## config.mk

```make
export PLATFORM = sky130hd
export DESIGN_NAME = serializer
export DESIGN_NICKNAME = d
export VERILOG_FILES = /design/src/rtl/serializer.sv
export SDC_FILE = /design/constraint.sdc
export NUM_CORES = 1
export LEC_CHECK = 0
export ABC_AREA = 0
export BUFFER_PORTS_ARGS = -buffer_cell sky130_fd_sc_hd__buf_2
export CAP_MARGIN = 30
export CELL_PAD_IN_SITES_DETAIL_PLACEMENT = 1
export CELL_PAD_IN_SITES_GLOBAL_PLACEMENT = 1
export CORE_ASPECT_RATIO = 1.5
export CORE_MARGIN = 2
export CORE_UTILIZATION = 38
export CTS_BUF_LIST = sky130_fd_sc_hd__clkbuf_16
export DETAILED_ROUTE_END_ITERATION = 6
export GPL_ROUTABILITY_DRIVEN = 1
export PLACE_DENSITY = 0.84
export SYNTH_ARGS = -nofsm -noshare
export SYNTH_HDL_FRONTEND = slang
export SYNTH_SLANG_ARGS = --single-unit
```

## constraint.sdc

```tcl
create_clock -name clk_i -period 1.2 [get_ports clk_i]
set_input_delay 0.18 -clock clk_i [delete_from_list [all_inputs] [get_ports clk_i]]
set_output_delay 0.18 -clock clk_i [all_outputs]
set_load 0.005 [all_outputs]
```

## src/rtl/serializer.sv

```systemverilog
// Parallel-to-serial transmitter: sends the top len bits of a captured word MSB first,
// one bit per clock with a valid strobe, then returns to idle for at least one cycle.
module serializer #(
    parameter int DATA_W = 16,
    parameter int MOD_W  = $clog2(DATA_W)
) (
    input  logic              clk_i,
    input  logic              arst_i,
    input  logic [DATA_W-1:0] data_i,
    input  logic [MOD_W-1:0]  data_mod_i,
    input  logic              data_val_i,
    output logic              ser_data_o,
    output logic              ser_data_val_o,
    output logic              busy_o
);

    typedef enum logic {IDLE, SHIFT} state_t;

    state_t            state_reg, state_next;
    logic [DATA_W-1:0] shift_reg, shift_next;
    logic [MOD_W:0]    cnt_reg, cnt_next;
    logic [MOD_W:0]    len;
    logic              len_ok;

    // A modifier of zero stands for a full word; lengths of 1 and 2 are not supported
    always_comb begin
        len    = (data_mod_i == '0) ? (MOD_W+1)'(DATA_W) : {1'b0, data_mod_i};
        len_ok = (len > (MOD_W+1)'(2));
    end

    always_ff @(posedge clk_i or posedge arst_i) begin
        if (arst_i) begin
            state_reg <= IDLE;
            shift_reg <= '0;
            cnt_reg   <= '0;
        end else begin
            state_reg <= state_next;
            shift_reg <= shift_next;
            cnt_reg   <= cnt_next;
        end
    end

    always_comb begin
        state_next = state_reg;
        shift_next = shift_reg;
        cnt_next   = cnt_reg;
        case (state_reg)
            IDLE: begin
                if (data_val_i && len_ok) begin
                    shift_next = data_i;
                    cnt_next   = len;
                    state_next = SHIFT;
                end
            end
            SHIFT: begin
                shift_next = {shift_reg[DATA_W-2:0], 1'b0};
                cnt_next   = cnt_reg - 1'b1;
                // The edge ending the final bit goes idle, so requests here are dropped
                if (cnt_reg == (MOD_W+1)'(1))
                    state_next = IDLE;
            end
            default: state_next = IDLE;
        endcase
    end

    // Outputs decode only flops, so there is no path from any input
    always_comb begin
        busy_o         = (state_reg == SHIFT);
        ser_data_val_o = (state_reg == SHIFT);
        ser_data_o     = (state_reg == SHIFT) && shift_reg[DATA_W-1];
    end

endmodule

```

# == After elaboration in Yosys (flattened, before gate mapping) ==
# Cells that the tools add are included.
# totals
word_cells,19
reg_bits,22
output_inout_bits,3
# op_classes
eq_ne,2
bitwise_logic,1
muxes,8
reduce_logical,3
addsub,1
magnitude_cmp,1
# op_table
cell,count
16-bit case mux with 2 select lines,1
16-bit 2-to-1 mux,1
5-bit 2-to-1 mux,2
5-bit case mux with 2 select lines,1
5-bit by 1-bit equality test with 1-bit output (second input constant),1
5-bit by 2-bit > comparator with 1-bit output (second input constant),1
5-bit by 1-bit subtractor with 5-bit output (second input constant),1
4-bit zero test,1
1-bit logical AND,2
1-bit 2-to-1 mux,2
2-bit inequality test (second input constant),1
1-bit case mux with 2 select lines,1
1-bit NOT,1

# == Depth between registers and ports, before layout ==
# Gate-level depths: netlist of run 1.
# logic_depth
depth_word,6
depth_mapped,6
ltp_nobuf,5

# == Worst setup path before layout of run 1 ==
# Ideal clock, no wire load.
# synth_timing
kind,register to register
from,register cnt_reg[0]
to,register cnt_reg[0]
setup_slack_ns,-0.048
path_buffers,0
synth_period_minus_slack_ns,1.248
path_stages_with_launch,4
t_arrival_ns,1.114
setup_ns,0.133
cell_sequence,dfrtp_1 or4_1 a21oi_1 a211oi_1
# synth_between
elab_chain_len,2
# synth_lines
element,line,text
start: declaration,21,"logic [MOD_W:0] cnt_reg, cnt_next;"
start signal: assignment,39,cnt_reg <= cnt_next;
5-bit by 1-bit subtractor with 5-bit output,57,cnt_next = cnt_reg - 1'b1;
5-bit case mux with 2 select lines,47,case (state_reg)
# Every way passes these cells.
# A chain may end at the register's enable or synchronous reset.

# == Worst setup path after layout of run 1 ==
# layout_timing
from,register cnt_reg[0]
to,register cnt_reg[4]
# The elaborated chain is that of the path after synthesis.

==> impl_metrics.env, run 1 <==
export IMPL_fin_crit_ns=1.28
export IMPL_status="finished, violations left"
export IMPL_finalWirelength_um=4580
export IMPL_die_w_um=56.1
export IMPL_routedWlPerCell_um=18.0
export IMPL_synthSimpleGateAreaFrac=0.235
export IMPL_start_kind="register"
export IMPL_drv_slew=0
export IMPL_gp_congestion=0.886
export IMPL_ys_ff_latch=22
export IMPL_synth_area_mux_share=0.00648
export IMPL_avgViaCountPerCell=5.81
export IMPL_worstPathArrival_ns=1.44
export IMPL_rsz0062_at_grt="yes"
export IMPL_p_leak_uw=0.000952
export IMPL_cts_made_buffers=3
export IMPL_final_period_utilization=1.07
export IMPL_path_max_fanout=5
export IMPL_start_util=0.394
export IMPL_fp_coreArea_mm2=0.00392
export IMPL_power_density_mw_per_mm2=2340
export IMPL_fmax_mhz=781
export IMPL_crit_chain="inv_1 -> ha_2 -> nor3b_4 -> xnor2_1 -> a32oi_1"
export IMPL_syn_avg_cell_area_um2=8.93
export IMPL_synthAdderAreaFrac=0.0162
export IMPL_io_pin_count=26
export IMPL_clock_latency_ns=0.26
export IMPL_drc_errors=0
export IMPL_endpoint_kind="register"
export IMPL_num_vias=1481
export IMPL_violations="negative setup slack"
export IMPL_skew_ns=0.00511
export IMPL_io_buffer_count=25
export IMPL_grt_usage=0.213
export IMPL_max_cap_violations=0
export IMPL_clk_pin_slew_ns=0.06
export IMPL_power_uw=4850
export IMPL_clock_sinks=22
export IMPL_grt_pass1_vias=1591
export IMPL_htreeDepth=1
export IMPL_drive_gt1_frac=0.386
export IMPL_firstDrtPassIters=4
export IMPL_netlist_cell_type_count=35
export IMPL_largest_reg_flops=16
export IMPL_required_ns=1.36
export IMPL_worst_r2r_path_depth=5
export IMPL_crit_type="reg -> reg"
export IMPL_nets=236
export IMPL_synth_fp_nets=198
export IMPL_final_common_cell="buf_2"
export IMPL_dp_final_hpwl_um=2720
export IMPL_overflow=0
export IMPL_diodes=0
export IMPL_clockRootBuffer="clkbuf_16"
export IMPL_hold_violations=0
export IMPL_synth_top_family_by_area="compound AO/OA/AOI/OAI gates"
export IMPL_worst_slew_pin_slew_ns=0.325
export IMPL_grt_max_degree=35
export IMPL_final_cell_mix="buf_2 (24), nand2b_1 (20), dfrtp_1 (20)"
export IMPL_syn_area_mm2=0.00155
export IMPL_synthXorXnorAreaFrac=0.0219
export IMPL_synth_yosys_warnings=0
export IMPL_ant_nets=0
export IMPL_peakVddDrop_mv=1.37
export IMPL_antenna_found_initial=0
export IMPL_drt_iter0_markers=28
export IMPL_synth_seq_area_share=0.356
export IMPL_path_buf_inv=1
export IMPL_cp_depth=5
export IMPL_crit_path_max_incr_delay_ns=0.44
export IMPL_hold_path_class="in -> reg"
export IMPL_min_path_cells=3
export IMPL_setup_viol=8
export IMPL_setup_slack_ns=-0.0803
export IMPL_cpLargestDelayFamily="flip-flops"
export IMPL_cts_tree="built"
export IMPL_die_area_mm2=0.00460
export IMPL_clock_path_buffers=2
export IMPL_grt_pass1_wl_um=7530
export IMPL_critical_path_slowest_cell="dfrtp_2"
export IMPL_area_delta_synth_final_pct=34.0
export IMPL_rows=28
export IMPL_whs_ns=0.174
export IMPL_syn_inst=173
export IMPL_synth_compound_gate_area_share=0.293
export IMPL_relSlewSlack=0.780
export IMPL_die_height_um=82.1
-- power by group --
part	internal (uW)	switching [uW]	total, uW
logic	1470	1000	2470
clock network	663	289	952
registers	1110	321	1430
-- synth_stat cells, drive strengths merged --
cell     n  share of area
or4      2         0.0097
nand3    3         0.0097
a31o    15          0.085
nand3b   1         0.0049
o31a    15          0.085
nor3     1         0.0032
a221oi   1         0.0057
dfrtp   22           0.36
o21bai   1         0.0049
and2     1         0.0041
inv      4         0.0097
a211oi   2         0.0097
a32oi    2          0.011
clkbuf   5          0.012
xnor2    1         0.0057
nor2     2         0.0065
ha       2          0.016
nor3b    1         0.0049
buf     11          0.049
o22a     1         0.0057
o311a    1         0.0065
nand2b  20          0.081
o21ai    2         0.0065
nor2b   17          0.069
nand2   15          0.036
and3b    1         0.0057
a21oi   20          0.067
o311ai   1         0.0057
mux2i    1         0.0065
xor2     2          0.016
-- per-stage QoR --
| step | utilization | TNS, ns | area [um2] | cells | setup slack, ns |
|---|---|---|---|---|---|
| after global placement | 0.462 | -1.26 | 1810 | 246 | -0.0852 |
| after floorplan | - | -0.0241 | 1550 | 173 | -0.0241 |
| after detailed placement | 0.462 | -1.70 | 1810 | 246 | -0.108 |
| final | 0.528 | -0.326 | 2070 | 255 | -0.0803 |
| after global routing | 0.528 | -0.744 | 2070 | 255 | -0.105 |
| after CTS | 0.522 | -0.145 | 2050 | 255 | -0.0549 |
-- path summary, 6_finish.rpt --
| kind | startpoint | to | slack, ns |
|---|---|---|---|
| hold reg to reg | shift_reg[0] | shift_reg[0] | 0.54 |
| hold / removal | data_i[0] | shift_reg[0] | 0.17 |
| setup / recovery | cnt_reg[0] | cnt_reg[4] | -0.08 |
| setup reg to reg | cnt_reg[0] | cnt_reg[4] | -0.08 |
| min in group asynchronous | arst_i | shift_reg[3] | 0.49 |
| max in group asynchronous | arst_i | busy_o | 0.45 |
-- kinds of logic after synthesis --
| logic type | after synthesis |
|---|---|
| mux | 1 |
| fa+ha+maj | 2 |
| buf+inv | 20 |
| simple gates | 64 |
| flops | 22 |
| xor+xnor | 3 |
| compound gates | 61 |
-- metal layers --
| metal | vias up | global-route usage | share of wire |
|---|---|---|---|
| li1 | 695 | - | - |
| met1 | 744 | 0.226 | 0.39 |
| met2 | 28 | 0.408 | 0.56 |
| met3 | 14 | 0.0202 | 0.021 |
| met4 | 0 | 0.124 | 0.035 |
| met5 | - | 0 | 0 |
-- tightest hold or removal path, cell delays in order --
cell	delay, ns
buf_2	0.10
nand2b_1	0.05
mux2i_1	0.06
-- repair_timing --
item,4_1_cts,5_1_grt
hold endpoints to repair,22,0
hold buffers,1,0
buffers inserted,2,0
endpoints found under the setup margin,6,17
gates cloned,2,0
pin swaps,6,6
gates resized for setup,12,6
-- area by class of cell --
| class | instances | area, um2 |
|---|---|---|
| inverters | 4 | 15.0 |
| multi-input cells | 131 | 927 |
| clock buffers | 3 | 75.1 |
| repair buffers | 49 | 414 |
| fillers | 464 | 1850 |
| well taps | 45 | 56.3 |
| clock inverters | 1 | 30.0 |
| flip-flops and latches | 22 | 553 |
Power figures use the tool's default switching activity.
==> inputs of run 2 (changes only) <==
--- a/config.mk
+++ b/config.mk
@@ -20,3 +20,4 @@
 export SYNTH_ARGS = -nofsm -noshare
 export SYNTH_HDL_FRONTEND = slang
 export SYNTH_SLANG_ARGS = --single-unit
+export TNS_END_PERCENT = 30
==> impl_metrics.env, run 2 (synthesized netlist as in run 1, its figures left out) <==
export IMPL_fin_crit_ns=1.30
export IMPL_tns_ns=-0.302
export IMPL_clockRootBuffer="clkbuf_16"
export IMPL_fmax_mhz=770
export IMPL_die_height_um=82.1
export IMPL_nets=235
export IMPL_finalWirelength_um=4550
export IMPL_instances_no_fill=254
export IMPL_setup_slack_ns=-0.0989
export IMPL_skew_ns=0.00158
export IMPL_num_vias=1496
export IMPL_clock_latency_ns=0.26
export IMPL_cts_tree="built"
export IMPL_htreeDepth=1
export IMPL_start_util=0.394
export IMPL_drive_gt1_frac=0.373
export IMPL_crit_type="reg -> reg"
export IMPL_hold_violations=0
export IMPL_avgViaCountPerCell=5.89
export IMPL_clock_path_buffers=2
export IMPL_die_area_mm2=0.00460
export IMPL_largest_reg_flops=16
export IMPL_required_ns=1.34
export IMPL_grt_pass1_vias=1635
export IMPL_final_common_cell="buf_2"
export IMPL_peakVddDrop_mv=1.40
export IMPL_ant_nets=0
export IMPL_drc_errors=0
export IMPL_rsz0062_at_grt="yes"
export IMPL_drv_slew=0
export IMPL_status="finished, violations left"
export IMPL_grt_pass1_wl_um=7650
export IMPL_grt_max_degree=35
export IMPL_final_period_utilization=1.08
export IMPL_start_kind="register"
export IMPL_firstDrtPassIters=4
export IMPL_relSlewSlack=0.780
export IMPL_gp_congestion=0.886
export IMPL_whs_ns=0.178
export IMPL_endpoint_kind="register"
export IMPL_setup_viol=6
export IMPL_power_density_mw_per_mm2=2330
export IMPL_path_max_fanout=5
export IMPL_p_leak_uw=0.000946
export IMPL_drt_iter0_markers=36
export IMPL_worstPathArrival_ns=1.44
export IMPL_final_cell_mix="buf_2 (24), dfrtp_1 (21), nand2b_1 (20)"
export IMPL_dp_final_hpwl_um=2720
export IMPL_fp_coreArea_mm2=0.00392
export IMPL_grt_usage=0.211
export IMPL_antenna_found_initial=0
export IMPL_clk_pin_slew_ns=0.06
export IMPL_overflow=0
export IMPL_routedWlPerCell_um=17.9
export IMPL_max_cap_violations=0
export IMPL_io_buffer_count=25
export IMPL_violations="negative setup slack"
export IMPL_numPlacedInstances=246
export IMPL_hold_path_class="in -> reg"
export IMPL_cts_made_buffers=3
export IMPL_diodes=0
export IMPL_clock_sinks=22
export IMPL_die_w_um=56.1
export IMPL_io_pin_count=26
export IMPL_rows=28
export IMPL_post_place_ws_ns=-0.108
export IMPL_area_delta_synth_final_pct=33.0
export IMPL_worst_slew_pin_slew_ns=0.327
run 2: timing repair:
| item | 4_1_cts | 5_1_grt |
|---|---|---|
| buffers inserted | 1 | 0 |
| pin swaps | 5 | 0 |
| endpoints found under the setup margin | 6 | 17 |
| hold endpoints to repair | 22 | 0 |
| cloned | 2 | 0 |
| resized for setup | 11 | 6 |
| hold buffers | 1 | 0 |
run 2: power breakdown:
group / total [uW] / internal (uW) / switching (uW) / leakage, uW
registers: 1420 / 1100 / 320 / 0.000266
clock network: 953 / 663 / 290 / 0.0000511
logic: 2400 / 1430 / 969 / 0.000629
total: 4780 / 3200 / 1580 / 0.000946
run 2: path summary, 6_finish.rpt:
check | from | slack [ns] | depth (start not counted) | endpoint
min in group asynchronous | arst_i | 0.49 | 4 | shift_reg[6]
worst min register to register | shift_reg[0] | 0.54 | 2 | shift_reg[0]
worst max register to register | busy_o | -0.1 | 3 | cnt_reg[0]
worst min-delay path | data_i[0] | 0.18 | 3 | shift_reg[0]
worst max-delay path | busy_o | -0.1 | 3 | cnt_reg[0]
max in group asynchronous | arst_i | 0.45 | 4 | busy_o
run 2: cell type report:
| cell class | instances | area (um2) |
|---|---|---|
| Fill cell | 465 | 1870 |
| Clock buffer | 3 | 75.1 |
| Sequential cell | 22 | 552 |
| Timing Repair Buffer | 48 | 410 |
| Multi-Input combinational cell | 131 | 916 |
| Inverter | 4 | 15.0 |
| Clock inverter | 1 | 30.0 |
| Tap cell | 45 | 56.3 |
run 2: per-stage QoR:
step / power, uW / cell area (um2) / utilization
final: 4780 / 2050 / 0.524
after global routing: 5050 / 2050 / 0.524
after CTS: 4720 / 2040 / 0.519
after detailed placement: 3330 / 1810 / 0.462
after global placement: 3200 / 1810 / 0.462
after floorplan: 2750 / 1550 / -
run 2: layer usage:
metal / routed length, um / track usage / up-vias
li1: - / - / 693
met2: 2550 / 0.408 / 29
met3: 98 / 0.0218 / 12
met5: 0 / 0 / -
met4: 116 / 0.100 / 0
met1: 1790 / 0.227 / 762
run 2: worst max-delay path: stages, from the launching register on:
cell and delay, ns:
dfrtp_2 0.47, or4_4 0.50, a21oi_2 0.14, a211oi_1 0.06
